$ cat config.mk
export PLATFORM = sky130hd
export DESIGN_NAME = varredura_display
export DESIGN_NICKNAME = d
export VERILOG_FILES = /design/src/rtl/varredura_display_pkg.sv /design/src/rtl/varredura_display_decodificador.sv /design/src/rtl/varredura_display.sv
export SDC_FILE = /design/constraint.sdc
export NUM_CORES = 1
export LEC_CHECK = 0
export BUFFER_PORTS_ARGS = -buffer_cell sky130_fd_sc_hd__clkbuf_2
export CORE_AREA = 4 4 68 70
export CTS_BUF_LIST = sky130_fd_sc_hd__clkbuf_4 sky130_fd_sc_hd__clkbuf_8
export DETAILED_ROUTE_END_ITERATION = 6
export DIE_AREA = 0 0 72 74
export HOLD_SLACK_MARGIN = 0.12
export PLACE_DENSITY = 0.75
export SYNTH_ARGS = -nofsm -noshare
export SYNTH_HDL_FRONTEND = slang
export SYNTH_SLANG_ARGS = --single-unit
$ cat constraint.sdc
create_clock -name clk -period 2.6 [get_ports clk]
set_clock_uncertainty 0.2 [all_clocks]
set_input_delay 0.39 -clock clk [delete_from_list [all_inputs] [get_ports clk]]
set_output_delay 0.39 -clock clk [all_outputs]
set_load 0.01 [all_outputs]
$ cat src/rtl/varredura_display_pkg.sv
// Shared display constants for the digit scanner and any reuse of the decoder.
//   SEG_APAGADO     : all segments off (active-low)
//   TABELA_SEG      : hex nibble to active-low {g,f,e,d,c,b,a}
//   largura_indice  : digit index width, never below 1 bit
package pkg_display;

  localparam logic [6:0] SEG_APAGADO = 7'b1111111;

  localparam logic [6:0] TABELA_SEG [16] = '{
    7'b1000000, 7'b1111001, 7'b0100100, 7'b0110000,
    7'b0011001, 7'b0010010, 7'b0000010, 7'b1111000,
    7'b0000000, 7'b0010000, 7'b0001000, 7'b0000011,
    7'b1000110, 7'b0100001, 7'b0000110, 7'b0001110
  };

  function automatic int unsigned largura_indice(input int unsigned n);
    return (n < 2) ? 1 : $clog2(n);
  endfunction

endpackage

$ cat src/rtl/varredura_display_decodificador.sv
// Combinational hex to 7-segment decoder, active-low {g,f,e,d,c,b,a}.
//   nibble : 4-bit hex digit
//   seg_c  : active-low segment pattern
module decodificador_7seg
  import pkg_display::*;
(
  input  logic [3:0] nibble,
  output logic [6:0] seg_c
);

  always_comb begin
    seg_c = TABELA_SEG[nibble];
  end

endmodule

$ cat src/rtl/varredura_display.sv
// Time-multiplexed scanner for a common-anode multi-digit 7-segment display.
// Each digit owns a slot of DIV_REFRESH cycles; the first GUARDA cycles of a
// slot keep every anode off to avoid ghosting. All outputs are registered and
// reflect the state and inputs of the previous cycle.
// Optional build macro VARREDURA_DIMMER_EN adds a 4-bit brightness PWM.
//   clk, rst_n     : clock, synchronous active-low reset
//   habilita       : 1 = scan; 0 = freeze scan and blank
//   dados          : packed hex nibbles, digit 0 rightmost
//   apagar         : per-digit blank mask
//   pontos         : per-digit decimal point request
//   brilho         : brightness 0..15 (VARREDURA_DIMMER_EN only)
//   anodos         : active-low one-hot digit enable
//   segmentos      : active-low segments {g,f,e,d,c,b,a}
//   ponto          : active-low decimal point
//   indice         : current digit index
//   fim_varredura  : one-cycle pulse when indice wraps to 0
module varredura_display
  import pkg_display::*;
#(
  parameter int unsigned NUM_DIGITOS = 4,
  parameter int unsigned DIV_REFRESH = 50000,
  parameter int unsigned GUARDA      = 2,
  localparam int unsigned IW = largura_indice(NUM_DIGITOS)
) (
  input  logic                     clk,
  input  logic                     rst_n,
  input  logic                     habilita,
  input  logic [4*NUM_DIGITOS-1:0] dados,
  input  logic [NUM_DIGITOS-1:0]   apagar,
  input  logic [NUM_DIGITOS-1:0]   pontos,
`ifdef VARREDURA_DIMMER_EN
  input  logic [3:0]               brilho,
`endif
  output logic [NUM_DIGITOS-1:0]   anodos,
  output logic [6:0]               segmentos,
  output logic                     ponto,
  output logic [IW-1:0]            indice,
  output logic                     fim_varredura
);

  localparam int unsigned CW = $clog2(DIV_REFRESH);

  logic [CW-1:0]          cnt, cnt_nxt;
  logic [IW-1:0]          indice_nxt;
  logic                   fim_nxt;
  logic [NUM_DIGITOS-1:0] anodos_nxt;
  logic [6:0]             seg_nxt;
  logic                   ponto_nxt;
  logic [3:0]             nibble_c;
  logic [6:0]             seg_dec_c;
  logic                   anodo_on_c;
  logic                   fim_slot_c;
  logic                   ultimo_c;

`ifdef VARREDURA_DIMMER_EN
  logic [3:0] pwm;
`endif

  // Nibble of the digit currently selected
  always_comb begin
    nibble_c = dados[4*int'(indice) +: 4];
  end

  decodificador_7seg u_dec (
    .nibble (nibble_c),
    .seg_c  (seg_dec_c)
  );

  // Slot sequencing and output computation for the next cycle
  always_comb begin
    cnt_nxt    = cnt;
    indice_nxt = indice;
    fim_nxt    = 1'b0;
    anodos_nxt = '1;
    seg_nxt    = SEG_APAGADO;
    ponto_nxt  = 1'b1;

    fim_slot_c = (cnt == CW'(DIV_REFRESH - 1));
    ultimo_c   = (indice == IW'(NUM_DIGITOS - 1));

    if (habilita) begin
      if (fim_slot_c) begin
        cnt_nxt    = '0;
        indice_nxt = ultimo_c ? '0 : indice + IW'(1);
        fim_nxt    = ultimo_c;
      end else begin
        cnt_nxt = cnt + CW'(1);
      end
    end

    anodo_on_c = habilita && !apagar[indice] && (32'(cnt) >= GUARDA);
`ifdef VARREDURA_DIMMER_EN
    anodo_on_c = anodo_on_c && (pwm <= brilho);
`endif

    // Segments follow the anode so nothing lights while the digit is off
    if (anodo_on_c) begin
      anodos_nxt = ~(NUM_DIGITOS'(1) << indice);
      seg_nxt    = seg_dec_c;
      ponto_nxt  = ~pontos[indice];
    end
  end

  // State and output registers
  always_ff @(posedge clk) begin
    if (!rst_n) begin
      cnt           <= '0;
      indice        <= '0;
      fim_varredura <= 1'b0;
      anodos        <= '1;
      segmentos     <= SEG_APAGADO;
      ponto         <= 1'b1;
    end else begin
      cnt           <= cnt_nxt;
      indice        <= indice_nxt;
      fim_varredura <= fim_nxt;
      anodos        <= anodos_nxt;
      segmentos     <= seg_nxt;
      ponto         <= ponto_nxt;
    end
  end

`ifdef VARREDURA_DIMMER_EN
  // Free-running brightness counter, paused while scanning is frozen
  always_ff @(posedge clk) begin
    if (!rst_n) begin
      pwm <= '0;
    end else if (habilita) begin
      pwm <= pwm + 4'(1);
    end
  end
`endif

endmodule
Yosys cells after proc, flatten, opt, wreduce, memory -nomap -nowiden
Memories as Yosys holds them, arrays and structs flattened. A register that Yosys moved wholly into a read port is not among the register bits.
Index checks and enable logic that the tools add are counted.
{ "word_totals": {"rom_bits": 112, "ff_bits": 24, "input_bits": 27, "n_memories": 1, "elab_cells": 30, "output_inout_bits": 15} }
{ "classes": {"reduce_logical": 7, "shift": 2, "n_mux": 6, "n_lt_le_gt_ge": 2, "bitwise": 3, "n_eq_ne": 2, "n_addsub": 2} }
{ "mem_list": {"columns": ["memory", "depth", "word_bits", "rd", "rd_ports_with_merged_regs", "write_ports", "line_no", "text"], "rows": [
  ["(name not given)", 16, 7, 1, 1, 0, "varredura_display_decodificador.sv:12", "seg_c = TABELA_SEG[nibble];"]
]} }
{ "op_table": {"columns": ["op", "n"], "rows": [
  ["$add A16 B1 Y16 const B", 1],
  ["$eq A16 B16 Y1 const B", 1],
  ["$ge A16 B2 Y1 const B", 1],
  ["$mux W16", 1],
  ["$shiftx A16 B5 Y4", 1],
  ["$not A4 Y5", 1],
  ["$bmux W1 S2", 2],
  ["$not A4 Y4", 1],
  ["$reduce_and A2 Y1", 2],
  ["$shl A1 B2 Y4 const A", 1],
  ["$lt A2 B3 Y1 const B", 1],
  ["$reduce_and A3 Y1", 1],
  ["$add A2 B1 Y2 const B", 1],
  ["$eq A2 B2 Y1 const B", 1],
  ["$logic_and A1 B1 Y1", 2],
  ["$logic_not A1 Y1", 2],
  ["$mux W1", 2],
  ["$mux W2", 1],
  ["$not A1 Y1", 1]
]} }

Longest topological paths before layout
{ "logic_depth": {"depth_word": 7, "depth_mapped": 7, "depth_no_buf": 6} }

Modules after synthesis
Synthesis repeated with hierarchy kept, for this count alone.
{ "unflattened": {"cells_unflattened": 186, "hier_area_um2": 1779.2} }
{ "modules_own_cells": {"columns": ["module", "cells_each", "seq_area_each_um2", "area_each_um2", "instances"], "rows": [
  ["varredura_display", 153, 620.6, 1510.2, 1],
  ["decodificador_7seg", 33, 0.0, 269.0, 1]
]} }

Worst setup path before layout
Ideal clock, no wire load.
{ "synth_timing": {"kind": "register to register", "startpoint": "reg indice[0]", "endpoint": "reg segmentos[3]", "n_path_buf": 1, "required_time_ps": 2282, "period_less_slack_ps": 2120, "setup_time_ps": 118, "stages_incl_launch_ff": 7, "setup_slack_ps": 480, "arrival_time_ps": 1801, "path_cell_list": "dfxtp_1 buf_6 mux4_2 ha_1 or2_1 a21oi_1 o21ai_1"} }
{ "synth_between": {"elab_chain_len": 7, "word_cells_on_any_way": 9, "cone_classes": "shift (1); mux (2); bitwise (1); reduce/logical (5)"} }
{ "synth_rtl": {"columns": ["item", "line_no", "text"], "rows": [
  ["from (decl)", "varredura_display.sv:37", "output logic [IW-1:0] indice,"],
  ["from (signal assigned)", "varredura_display.sv:115", "indice <= indice_nxt;"],
  ["$bmux W1 S2", "varredura_display.sv:91", "anodo_on_c = habilita && !apagar[indice] && (32'(cnt) >= GUARDA);"],
  ["$mux W1 (implied by the code)", "varredura_display.sv:91", null],
  ["$logic_not A1 Y1", "varredura_display.sv:91", null],
  ["$logic_and A1 B1 Y1 (2 in a row)", "varredura_display.sv:91", null],
  ["$reduce_and A2 Y1 (no source line)", null, null],
  ["$logic_not A1 Y1 (no source line)", null, null],
  ["to (decl)", "varredura_display.sv:35", "output logic [6:0] segmentos,"]
]} }
Several ways; a longest one is shown, not always the timed one. The select of a mux whose other input is x is not followed.
A chain may end at the register's enable or synchronous reset.

Final worst setup path
Ends and elaborated chain as after synthesis.

==> metrics.yaml <==
dr.first_iter.drc_count: 84
yosysMostFrequentCell: "dfxtp_1"
dieWidth_um: 72
vias: 1463
slew_headroom_pct: 56.7
numCtsBuffers: 5
status: "finished, final reports clean"
fin_area_um2: 2060
final_core_util_pct: 51.9
rsz0062_at_grt: "false"
fin_crit_sh_pct: 82.6
ir_worst_vdd_mv: 0.224
gp_congestion: 0.831
instances_no_fill: 271
worst_slew_pin_slew_ns: 0.649
critical_path_class: "flop to flop"
cts_setup_buffers: 0
finalWirelength_um: 3720
grt_pass1_vias: 1353
syn_avg_cell_area_um2: 9.68
synthesis.instances: 180
ys_types: 38
rows: 23
setup_viol: 0
io_pins: 42
fin_setup_tns_ns: 0
synth_edf_count: 0
cts-root-buf: "clkbuf_8"
yosys-top-cells-area: "dfxtp_1, mux4_2, ha_1, xor2_1, nor2_1"
clk_pin_slew_ns: 0.07
synth_nets: 219
drv_slew: 0
ys_seq_area_share_pct: 35.6
grt_max_degree: 16
syn2layout_area_growth_pct: 18.2
cp_max_fo: 6
final-hold-violation-count: 0
critPathArrivalTime_ns: 2.11
drv_cap: 0
synth_top_area_share_pct: 35.6
placed_cell_area_um2: 1960
cp_slowest_stage_delay_ns: 0.62
diodes: 0
coreArea_um2: 3970
overflow: 0
startpoint_type: "flop"
postRouteAntennaNets: 0
worstSkewPairLatency_ns: 0.28
r2r_start: "indice[0]"
grt.total_usage_pct: 15.1
crit_family: "multiplexers"
io_buffers: 41
cts.sinks: 31
drive_above_1_share_pct: 29.4
grt_pass1_wl_um: 6180
postCtsHoldBufs: 0
cts_buffer_depth: 2
cp.buffers_inverters: 0
cp_slowest_cell: "mux4_2"
min_path_type: "input port to flop"
yosysWarningCount: 0
worstPathRequired_ns: 2.56
h-tree-depth: 2
power_density_nw_per_um2: 492
fin_crit_ns: 2.15
hold_slack_ns: 0.202
crit_path_start: "indice[0]"
cts_tree: "yes"
post_cts_resized: 0
via_per_inst: 5.40
fmax_mhz: 465
start_util_pct: 43.9
p_leak_nw: 0.876
ys_ff_latch: 31
dp_cells: 263
n_fill_cell: 371
cp-end-kind: "flop"
synthTopCellsByCount: "dfxtp_1, nor2_1, nand2_1"
synth_area_um2: 1740
firstDrtPassIters: 4
finalNetCount: 259
antenna_found_initial: 0
die_h_um: 74
yosys.area.top_type: "dfxtp_1"
min_from: "rst_n"
die-area_um2: 5330
drcViolationCount: 0
place_hpwl_um: 2780
path_cells: "mux4_2 -> ha_1 -> or2_1 -> a21oi_1 -> o21ai_1"
synth-async-reset-ratio_pct: 0
synthFlopType: "dfxtp_1"
wl_per_cell_um: 13.7
## cells in the final DEF (no fill, tap or decap), types with 3 or more instances in the layout
cell,Yosys,routed
dfxtp_1,31,31
nand4_1,6,6
and3_1,3,3
xnor2_1,7,7
clkbuf_2,0,41
nor4_1,3,3
mux4_2,7,7
clkbuf_8,0,7
nor2_1,18,18
inv_1,8,8
xor2_1,10,10
or3_1,3,3
o21ai_0,5,5
a21oi_1,3,3
o211ai_1,3,3
and4_1,4,4
nand3_1,8,8
nand2_1,17,17
ha_1,12,12
## per-layer routing
metal  GRT usage [%]  vias up  share of wire [%]
met1            17.6      698                 43
met4            7.31        0                1.8
li1                -      720                  -
met5               0        -                  0
met2            25.7       36                 50
met3            4.32        9                4.3
## worst min-delay path, stage by stage
cell	delay, ns
clkbuf_2	0.13
nand3_1	0.09
nor2_1	0.04
## cell families after synthesis
family                     after synthesis  synth area share [%]
buffers and inverters                   17                  5.24
xor gates and xnor gates                17                  8.55
muxes                                    8                  9.91
DFF                                     31                  35.6
and+or+nand+nor                         73                  23.3
adders and majority gates               12                  8.62
AOI/OAI and AO/OA                       22                  8.69
## metrics by stage
stage,power [W],setup WS (ns)
after floorplan,0.000560,0.480
after global placement,0.000590,0.513
after detailed placement,0.000592,0.462
after CTS,0.00103,0.448
after global routing,0.00106,0.339
final,0.00101,0.451
## area by class of cell
type	instances	area, um2	share of cell area (%)
inverters	8	30.0	1.46
clock buffers	8	104	5.04
multi-input cells	132	1030	50.0
flip-flops and latches	31	621	30.1
well taps	50	62.6	3.04
repair buffers	42	213	10.3
## power by group
| part | internal [W] | switching, W | total, W |
|---|---|---|---|
| clock | 0.000252 | 0.000181 | 0.000432 |
| combinational | 0.0000484 | 0.0000480 | 0.0000964 |
| sequential | 0.000481 | 0.00000433 | 0.000485 |
| total | 0.000781 | 0.000233 | 0.00101 |
## registers in the layout, indices dropped and copies added (netlist names)
| name | cells |
|---|---|
| fim_varredura | 1 |
| indice | 2 |
| ponto | 1 |
| cnt | 16 |
| segmentos | 7 |
| anodos | 4 |
## path summary, 6_finish.rpt
path                                      end  depth (start not counted)  slack, ns
worst max-delay path             segmentos[3]                          5       0.45
worst min-delay path            fim_varredura                          3       0.20
worst max register to register   segmentos[3]                          5       0.45
worst min register to register         cnt[1]                          2       0.34
No activity file was read; power rests on OpenSTA's default activity.
